$ cat config.mk
export PLATFORM = sky130hd
export DESIGN_NAME = mesh_route_node
export DESIGN_NICKNAME = d
export VERILOG_FILES = /design/src/rtl/mesh_route_node.sv
export SDC_FILE = /design/constraint.sdc
export NUM_CORES = 1
export LEC_CHECK = 0
export ABC_AREA = 1
export BUFFER_PORTS_ARGS = -buffer_cell sky130_fd_sc_hd__buf_2
export CORE_UTILIZATION = 45
export CTS_CLUSTER_SIZE = 28
export DETAILED_ROUTE_END_ITERATION = 8
export PLACE_DENSITY = 0.69
export SETUP_SLACK_MARGIN = 0.05
export SYNTH_ARGS = -nofsm -noshare
export SYNTH_HDL_FRONTEND = slang
export SYNTH_SLANG_ARGS = --single-unit
$ cat constraint.sdc
create_clock -name clk -period 68.8 [get_ports clk]
set_input_delay 13.76 -clock clk [delete_from_list [all_inputs] [get_ports clk]]
set_output_delay 13.76 -clock clk [all_outputs]
set_load 0.05 [all_outputs]
$ cat src/rtl/mesh_route_node.sv
// 4-port dimension-order mesh router node: per-input FIFOs, one-entry output
// registers, per-output round-robin arbitration and next-jump rewriting.
module mesh_route_node #(
   parameter int pckg_sz    = 40,
   parameter int fifo_depth = 4,
   parameter int ID_ROW     = 1,
   parameter int ID_COL     = 1,
   parameter int MODE_CFG   = 0
) (
   input  logic                 clk,
   input  logic                 reset,
   input  logic [4*pckg_sz-1:0] data_out_i_in,
   input  logic [3:0]           pndng_i_in,
   output logic [3:0]           popin,
   output logic [4*pckg_sz-1:0] data_out,
   output logic [3:0]           pndng,
   input  logic [3:0]           pop,
   output logic                 drop,
   output logic [15:0]          drop_cnt
);
   localparam int CW = $clog2(fifo_depth + 1);
   localparam int PW = $clog2(fifo_depth);
   localparam logic [3:0] MY_ROW = 4'(ID_ROW);
   localparam logic [3:0] MY_COL = 4'(ID_COL);

   logic [3:0][fifo_depth-1:0][pckg_sz-1:0] mem_q;
   logic [3:0][PW-1:0]                      rd_q, wr_q;
   logic [3:0][CW-1:0]                      cnt_q;
   logic [3:0][pckg_sz-1:0]                 out_q;
   logic [3:0]                              pndng_q;
   logic [3:0][1:0]                         rr_q;
   logic                                    drop_q;
   logic [15:0]                             drop_cnt_q, drop_cnt_d;

   logic [3:0][pckg_sz-1:0] din, head;
   logic [3:0][2:0]         rt;
   logic [3:0]              hv, self_hd, deq, free, gnt_vld;
   logic [3:0][3:0]         req;
   logic [3:0][1:0]         gnt_idx;
   logic [16:0]             drop_sum;

   // Returns {self, dir}; dir: 0=N 1=S 2=E 3=W.
   function automatic logic [2:0] route(input logic [pckg_sz-1:0] pkt);
      logic [3:0] dr, dc;
      logic       rf, row_hit, col_hit;
      logic [1:0] rdir, cdir;
      dr      = pkt[pckg_sz-9 -: 4];
      dc      = pkt[pckg_sz-13 -: 4];
      rf      = (MODE_CFG == 1) ? 1'b1 : (MODE_CFG == 2) ? 1'b0 : pkt[pckg_sz-17];
      rdir    = (dr < MY_ROW) ? 2'd0 : 2'd1;
      cdir    = (dc > MY_COL) ? 2'd2 : 2'd3;
      row_hit = (dr == MY_ROW);
      col_hit = (dc == MY_COL);
      if (row_hit && col_hit) return 3'b100;
      else if (rf)            return {1'b0, row_hit ? cdir : rdir};
      else                    return {1'b0, col_hit ? rdir : cdir};
   endfunction

   function automatic logic [PW-1:0] ptr_inc(input logic [PW-1:0] ptr);
      return (ptr == PW'(fifo_depth - 1)) ? '0 : ptr + 1'b1;
   endfunction

   assign din      = data_out_i_in;
   assign data_out = out_q;
   assign pndng    = pndng_q;
   assign drop     = drop_q;
   assign drop_cnt = drop_cnt_q;

   always_comb begin
      popin   = '0;
      head    = '0;
      hv      = '0;
      rt      = '0;
      self_hd = '0;
      req     = '0;
      free    = '0;
      for (int p = 0; p < 4; p++) begin
         popin[p]   = pndng_i_in[p] & ~reset & (cnt_q[p] < CW'(fifo_depth));
         head[p]    = mem_q[p][rd_q[p]];
         hv[p]      = (cnt_q[p] != '0);
         rt[p]      = route(head[p]);
         self_hd[p] = hv[p] & rt[p][2];
         req[rt[p][1:0]][p] = hv[p] & ~rt[p][2];
         free[p]    = ~pndng_q[p] | pop[p];
      end
   end

   // First requester at or after rr[o], scanning cyclically.
   always_comb begin
      gnt_vld = '0;
      gnt_idx = '0;
      for (int o = 0; o < 4; o++) begin
         gnt_idx[o] = rr_q[o];
         for (int k = 0; k < 4; k++) begin
            if (free[o] && !gnt_vld[o] && req[o][rr_q[o] + 2'(k)]) begin
               gnt_vld[o] = 1'b1;
               gnt_idx[o] = rr_q[o] + 2'(k);
            end
         end
      end
   end

   always_comb begin
      deq = '0;
      for (int p = 0; p < 4; p++)
         deq[p] = self_hd[p] |
                  (hv[p] & gnt_vld[rt[p][1:0]] & (gnt_idx[rt[p][1:0]] == 2'(p)));
      drop_sum   = {1'b0, drop_cnt_q} + 17'($countones(self_hd));
      drop_cnt_d = drop_sum[16] ? 16'hFFFF : drop_sum[15:0];
   end

   always_ff @(posedge clk or posedge reset) begin
      if (reset) begin
         mem_q      <= '0;
         rd_q       <= '0;
         wr_q       <= '0;
         cnt_q      <= '0;
         out_q      <= '0;
         pndng_q    <= '0;
         rr_q       <= '0;
         drop_q     <= 1'b0;
         drop_cnt_q <= '0;
      end else begin
         for (int p = 0; p < 4; p++) begin
            if (popin[p]) begin
               mem_q[p][wr_q[p]] <= din[p];
               wr_q[p]           <= ptr_inc(wr_q[p]);
            end
            if (deq[p]) rd_q[p] <= ptr_inc(rd_q[p]);
            cnt_q[p] <= cnt_q[p] + CW'(popin[p]) - CW'(deq[p]);
         end
         for (int o = 0; o < 4; o++) begin
            if (gnt_vld[o]) begin
               out_q[o]   <= {MY_ROW, MY_COL, head[gnt_idx[o]][pckg_sz-9:0]};
               pndng_q[o] <= 1'b1;
               rr_q[o]    <= gnt_idx[o] + 2'd1;
            end else if (pop[o]) begin
               pndng_q[o] <= 1'b0;
            end
         end
         drop_q     <= |self_hd;
         drop_cnt_q <= drop_cnt_d;
      end
   end
endmodule
Word-level counts from Yosys, hierarchy flattened. Cells that the tools add are included.

Multiply operators: 0. Muxes and demuxes: 156. Div/mod/pow operators: 0. Bitwise operators: 42. $lt $le $gt $ge: 52. Add/subtract/negate cells: 36. Shifts and indexed selects: 0. Eq/ne operators: 19. Reductions and logical operators: 62.

Operators with widths (count): 40-bit binary-select mux with 2-bit select (8); 160-bit bitwise mux (4); 40-bit demux with 2-bit select (4); 40-bit two-way mux (8); 32-bit two-way mux (4); 2-bit by 3-bit < comparator with 1-bit output, second input constant (32); 2-bit two-way mux (37); 1-bit two-way mux (53); 16-bit bitwise mux (3); 1-bit binary-select mux with 2-bit select (20); 1-bit logical AND (40); 2-bit by 1-bit adder with 2-bit output, second input constant (16); 4-bit demux with 2-bit select (4); 4-bit by 1-bit == test with 1-bit output, second input constant (8); 1-bit AND (24); 2-bit == test, second input constant (10); 16-bit by 3-bit adder with 17-bit output (1); 2-bit adder, second input constant (8); 16-bit AND (1); 2-bit binary-select mux with 2-bit select (4); 2-bit by 1-bit >= comparator with 1-bit output, second input constant (8); 4-bit by 1-bit > comparator with 1-bit output, second input constant (4); 4-bit by 1-bit < comparator with 1-bit output, second input constant (4); 16-bit two-way mux (1); 15 further kinds (61).

Bits of input ports: 170. Bits in latches: 0. Bits in writable memories: 0. ROM bits: 0. Flip-flop bits (word level): 829. Memories kept: 0. Output and inout bits: 185.

Longest topological paths before layout. Gate-level depths: netlist of run 1.

Word-level depth: 37. Depth in mapped cells: 37. Mapped depth without buffers: 34.

Worst setup path after synthesis of run 1. OpenSTA, ideal clock, no wires.

Path type: input-to-output. Start point: input port reset. End point: output port popin[2]. Data arrival time: 29848 ps. Stages: 3. Required time: 55040 ps. Path slack: 25192 ps. Cells stage by stage: inv_1 nand2_1 nor2_1.

Cells in the longest elaborated chain, start to end: 3.

RTL lines: from (decl) (RTL line 11) `input logic reset,`; 1-bit NOT (RTL line 78) `popin[p] = pndng_i_in[p] & ~reset & (cnt_q[p] < CW'(fifo_depth));`; 1-bit AND (2 in series) (RTL line 78); to (decl) (RTL line 14) `output logic [3:0] popin,`.

Every way passes these cells.

Worst setup path in the final report of run 1.
Start point: input port reset. End point: output port popin[3].

The elaborated chain is that of the path after synthesis.

==> results of run 1 <==
-- cell families (layout without fill, tap and decap cells) --
logic type	after synthesis	in the layout	share of synthesized area (%)
other	1	26	0.0107
XOR/XNOR	20	20	0.499
AO/OA/AOI/OAI	1242	1242	19.8
AND/OR/NAND/NOR	1776	1776	20.3
flip-flops	701	701	50.0
adder cells (fa/ha/maj)	36	36	1.43
buffers and inverters	658	832	7.98
-- placed cells by master, fill, tap and decap left out, drive strengths merged, types with 9 or more instances in the layout --
cell type | netlist | routed
a21oi | 137 | 137
a31oi | 93 | 93
a32oi | 32 | 32
buf | 119 | 333
clkbuf | 183 | 120
clkinv | 0 | 13
conb | 1 | 24
dfrtp | 701 | 701
ha | 29 | 29
inv | 356 | 356
nand2 | 1259 | 1259
nand3 | 140 | 140
nand4 | 30 | 30
nor2 | 334 | 334
o211ai | 133 | 133
o21ai | 772 | 772
o22ai | 60 | 60
xnor2 | 9 | 9
xor2 | 11 | 11
-- worst max-delay path, delay by kind of cell --
family	cells	cell delay, ps
buffers and inverters	4	1520
and+or+nand+nor	2	680
-- layout make-up --
cell class	count	area, um^2
diodes	2	5.00
clock buffers	120	2390
clock inverters	23	320
fillers	7503	37800
inverters	356	1350
multi-input cells	3098	14900
flip-flops and latches	701	17500
well taps	1040	1300
repair buffers	333	1770
-- path summary, 6_finish.rpt --
check,from,to,slack (ps)
worst max-delay path,reset,popin[3],39050
worst min-delay path,mem_q[379],mem_q[379],480
worst max register to register,rd_q[0],cnt_q[2],62100
worst min register to register,mem_q[379],mem_q[379],480
max in group asynchronous,reset,rd_q[6],52450
min in group asynchronous,reset,data_out[13],13250
-- registers in the layout, summed over array words and instances, names as in the netlist --
name	flops
wr_q	8
data_out	132
pndng	4
cnt_q	12
drop	1
rr_q	8
mem_q	512
drop_cnt	16
rd_q	8
-- through the flow --
step,instances,hold WS (ps)
finish,5673,478
detailed placement,5528,468
CTS,5671,482
floorplan,4457,448
global placement,5528,460
global route,5671,492
-- cell usage after synthesis --
cell       instances  area [um^2]
a32o_1             5         50.1
buf_6             12          135
buf_2             59          295
o211ai_1         133          998
a21oi_1          135          676
nor2_4             4         45.0
xor2_1            11         96.3
a21boi_0           1         7.51
ha_1              29          363
o22ai_1           60          375
nand2_4            1         11.3
o21ai_2            3         26.3
nor2_1           317         1190
nor3_1             6         30.0
nand4_4            1         21.3
a31oi_1           93          582
clkbuf_1         183          687
nand2_2           13         81.3
nand2_1         1245         4670
buf_4             43          323
inv_2             22         82.6
inv_1            332         1250
nand3_1          133          666
conb_1             1         3.75
o21ai_0          725         3630
o21ai_1           44          220
nor2_2            13         81.3
o2111ai_1          2         17.5
or2_2              5         31.3
dfrtp_1          701        17500
xnor2_1            9         78.8
nand3_4            3         52.6
nand3b_1           2         15.0
a21o_1             1         7.51
a32oi_1           32          280
buf_1              5         18.8
a22oi_1            5         37.5
inv_4              2         12.5
o31a_1             1         8.76
fa_1               7          140
a21oi_2            2         17.5
nand3_2            4         40.0
nand4_1           28          175
nand4_2            1         12.5
-- per-layer routing --
| metal | vias to the layer above | wire length, um | global-route usage, % |
|---|---|---|---|
| li1 | 14900 | - | - |
| met5 | - | 115 | 0 |
| met3 | 263 | 10300 | 5.90 |
| met2 | 1331 | 52600 | 45.5 |
| met4 | 16 | 5400 | 12.8 |
| met1 | 15300 | 48200 | 40.0 |
==> reports/results.txt, run 1 <==
Syn Area/Cell: 7.91 um^2
wire length of the first global-routing pass: 176 mm
Tmin final: 29750 ps
Pre-Repair DR Iteration Count: 7
mapped cell area: 35100 um^2
# setup viols final: 0
Reg2Reg Depth: 29
worst path cell trace: buf_2 > inv_8 > buf_4 > nand2_1 > nor2_1 > buf_2
worst-margin pin slew: 1210 ps
Post-CTS Setup Bufs: 0
die width: 281 um
CTS H-tree lvls: 3
final instance area: 39600 um^2
layout cells sized above 1: 12.0%
fmax: 0.0336 GHz
Vias/cell: 5.62
Distinct cells, synth: 44
grt total ovfl: 0
die area: 79100 um^2
via count: 31900
final hold violations: 0
nets: 4774
CTS tree: built
total routed wirelength: 117 mm
clk_lat worst skew: 630 ps
critical path's most frequent cell: buf_2
Placer Congestion: 0.979
Syn-to-layout area delta: 12.8%
worst hold path type: register to register
max-slew violations: 0
CP peak stage delay: 630 ps
# port buffers: 298
Final Cycle Share: 43.2%
yosys warns: 0
Post-DP Area: 36900 um^2
initial antenna violation count: 9
#FFs+latches synth: 701
GRT Total Usage: 29.4%
CTS Buf Count: 78
WP data arrival: 15990 ps
Worst-path clk slew: 60 ps
CP max stage cell: buf_4
Worst setup SP type: input pin
Longest Clk Path Bufs: 3
num ports: 355
final core utilization: 51.2%
CP required: 55040 ps
sequential share of the synthesized area: 50.0%
WHS Path Cells: 2
setup slack at placement: 38960 ps
standard-cell rows: 102
vias in the first global route: 28600
Setup crit end kind: output pin
status: completed
Max Cap Violations: 0
Hold-fix buffers, CTS: 0
unrepaired setup endpoints after global routing: false
post-DR wirelength/cell: 20.6 um
Slew headroom: 19.3%
setup ws final: 39050 ps
critical path type: input pin to output pin
clk_skew: 24.8 ps
Die H: 281 um
clk sink count: 701
Worst Path Max Fanout: 85
ANT nets after route: 0
TNS Setup: 0 ps
DRC errors left: 0
hpwl dp: 78.8 mm
Synth Instances: 4434
pin count of the biggest net entering global routing: 149
post_cts resized: 0
CTS root buffer: clkbuf_16
Core ar.: 77300 um^2
Initial Utilization: 45.4%
1st-iter DRT viols: 3806
Power of run 1 is left out: the tool's default activity adds up to more than one toggle a clock period on the data nets, which glitch-free logic cannot reach.
==> run 2: changes to the inputs <==
- ABC_AREA: 1 -> 0
- clock period: 68.8 -> 29.3 ns (I/O delays scaled with it)
==> reports/results.txt, run 2 <==
sequential share of the synthesized area: 49.7% (-0.26 points)
Core ar.: 77500 um^2 (+0.16%)
TNS Setup: 0 ps (unchanged)
most common cell in the synthesized netlist: dfrtp_1
die width: 282 um (+0.26%)
reg-to-reg endpoint: cnt_q[5]
Post-Synth Adder-Cell Area: 1.43% (-0.0076 points)
busiest grt layer: met2
nets: 3059 (-36%)
via count: 23400 (-27%)
synth cell count leaders: dfrtp_1 (701), mux2_2 (607), mux4_2 (161), nand2_1 (149), o21ai_0 (130)
post-synthesis simple-gate area fraction: 5.64% (-15 points)
die area: 79500 um^2 (+0.53%)
critical path type: input pin to output pin
status: completed
leading cell type in the layout, fill and taps excluded: dfrtp_1
worst hold endpoint: data_out[24]
Worst Path Max Fanout: 10 (-88%)
Reg2Reg Depth: 18 (-38%)
post-DR wirelength/cell: 25.6 um (+25%)
RR Startpoint: rd_q[6]
met2 Track Usage GR: 44.1% (-1.4 points)
grt total ovfl: 0 (unchanged)
final core utilization: 51.9% (+0.75 points)
num ports: 355 (unchanged)
final hold violations: 0 (unchanged)
layout cells sized above 1: 43.9% (+32 points)
Synth Area in Compound Gates: 6.86% (-13 points)
max-slew violations: 0 (unchanged)
CTS H-tree lvls: 3 (unchanged)
Setup crit end kind: output pin
#FFs+latches synth: 701 (unchanged)
pin count of the biggest net entering global routing: 170 (+14%)
ys flop type: dfrtp_1
leading area contributor after synthesis: dfrtp_1
CTS root buffer: clkbuf_16
post_cts resized: 0 (unchanged)
Die H: 282 um (+0.26%)
Hold Crit Start: data_out[24]
clk_lat worst skew: 620 ps (about the same)
1st-iter DRT viols: 1962 (-48%)
standard-cell rows: 102 (unchanged)
DRC errors left: 0 (unchanged)
flop2flop setup slack: 22490 ps (-39610 ps)
clk_skew: 20.8 ps (-4.06 ps)
fmax: 0.0750 GHz
xor/xnor cell area share of the yosys netlist: 0.571% (+0.072 points)
Placer Congestion: 0.941 (-3.9%)
crit path from: reset
mapped cell area: 35300 um^2 (+0.53%)
# port buffers: 298 (unchanged)
main combinational cell family by area after synthesis: multiplexers
hpwl dp: 71.5 mm (-9.3%)
worst hold path type: register to register
total routed wirelength: 102 mm (-13%)
WP data arrival: 7480 ps (-8510 ps)
setup ws final: 15960 ps (-23100 ps)
mux share of post-synthesis cell area: 32.4% (+32 points)
commonest cells after routing, fill and taps aside: dfrtp_1 (696), mux2_2 (607), buf_2 (298)
vias in the first global route: 24600 (-14%)
Initial Utilization: 45.5% (+0.17 points)
Slew headroom: 17.1% (-2.2 points)
Post-synth ARST share: 100% (unchanged)
# setup viols final: 0 (unchanged)
Syn-to-layout area delta: 14.0%
Worst setup SP type: input pin
Final Cycle Share: 45.5%
top-area cell type share of the netlist area: 49.7% (-0.26 points)
Synth Instances: 2613 (-41%)
yosys warns: 0 (unchanged)
Tmin final: 13340 ps
unrepaired setup endpoints after global routing: false
CP required: 23440 ps (-31600 ps)
Post-CTS Setup Bufs: 0 (unchanged)
most flop-heavy register: mem_q
Distinct cells, synth: 87 (+98%)
Largest register FFs: 512 (unchanged)
GRT Total Usage: 26.0% (-3.4 points)
number of synthesized flops with an enable pin: 0 (unchanged)
setup slack at placement: 15970 ps (-22990 ps)
clk sink count: 701 (unchanged)
ANT nets after route: 0 (unchanged)
worst-margin pin slew: 1210 ps (+5.74 ps)
Longest Clk Path Bufs: 3 (unchanged)
Hold-fix buffers, CTS: 0 (unchanged)
CTS tree: built
global-route met3 utilization: 4.71% (-1.2 points)
top cells by area, synth: dfrtp_1 (50%), mux2_2 (19%), mux4_2 (10%), mux2i_1 (2.6%), o21ai_0 (1.8%)
wire length of the first global-routing pass: 155 mm (-12%)
Syn Area/Cell: 13.5 um^2 (+71%)
Worst-path clk slew: 50 ps (about the same)
Max Cap Violations: 0 (unchanged)
initial antenna violation count: 21 (+12)
WHS Path Cells: 2 (unchanged)
GR Layer Usage met1: 32.2% (-7.8 points)
CTS Buf Count: 78 (unchanged)
Vias/cell: 5.89 (+4.9%)
Pre-Repair DR Iteration Count: 6 (-1)
==> run 2: cell type report <==
class	instances	area [um^2]
diodes	12	30.0
clock buffers	105	2170
clock inverters	35	408
fillers	6454	37200
inverters	40	158
multi-input cells	1684	16700
flip-flops and latches	701	17500
well taps	1040	1300
repair buffers	348	1880
==> run 2: kinds of logic after synthesis <==
group | after synthesis
compound gates | 350
xor+xnor | 23
fa+ha+maj | 36
buf+inv | 251
flops | 701
mux | 865
other cells | 1
simple gates | 386
==> run 2: how the worst max path moves through the flow <==
stage                     slack, ps        to  depth (start not counted)
after CTS                     15970  popin[0]                          3
after detailed placement      15970  popin[0]                          3
after global placement        16070  popin[0]                          3
after global routing          15840  popin[0]                          3
after floorplan                3570  cnt_q[0]                          2
final                         15960  popin[0]                          3
==> run 2: worst max-delay path: stages <==
cell and delay, ps:
buf_2 220, nor3b_1 950, buf_2 430
==> run 2: per-layer routing <==
| metal | wire, um | vias to the layer above | part of all wire, % |
|---|---|---|---|
| met3 | 6490 | 182 | 6.4 |
| met5 | 52 | - | 0.051 |
| li1 | - | 10200 | - |
| met2 | 51200 | 821 | 50 |
| met1 | 39600 | 12200 | 39 |
| met4 | 4300 | 6 | 4.2 |
==> run 2: stage by stage <==
| stage | cells | instance area [um^2] | hold WS, ps |
|---|---|---|---|
| floorplan | 2636 | 35400 | 475 |
| global placement | 3813 | 37600 | 456 |
| detailed placement | 3813 | 37600 | 461 |
| CTS | 3953 | 40200 | 482 |
| global route | 3963 | 40200 | 503 |
| finish | 3965 | 40200 | 476 |
Power of run 2 is left out for the same reason.
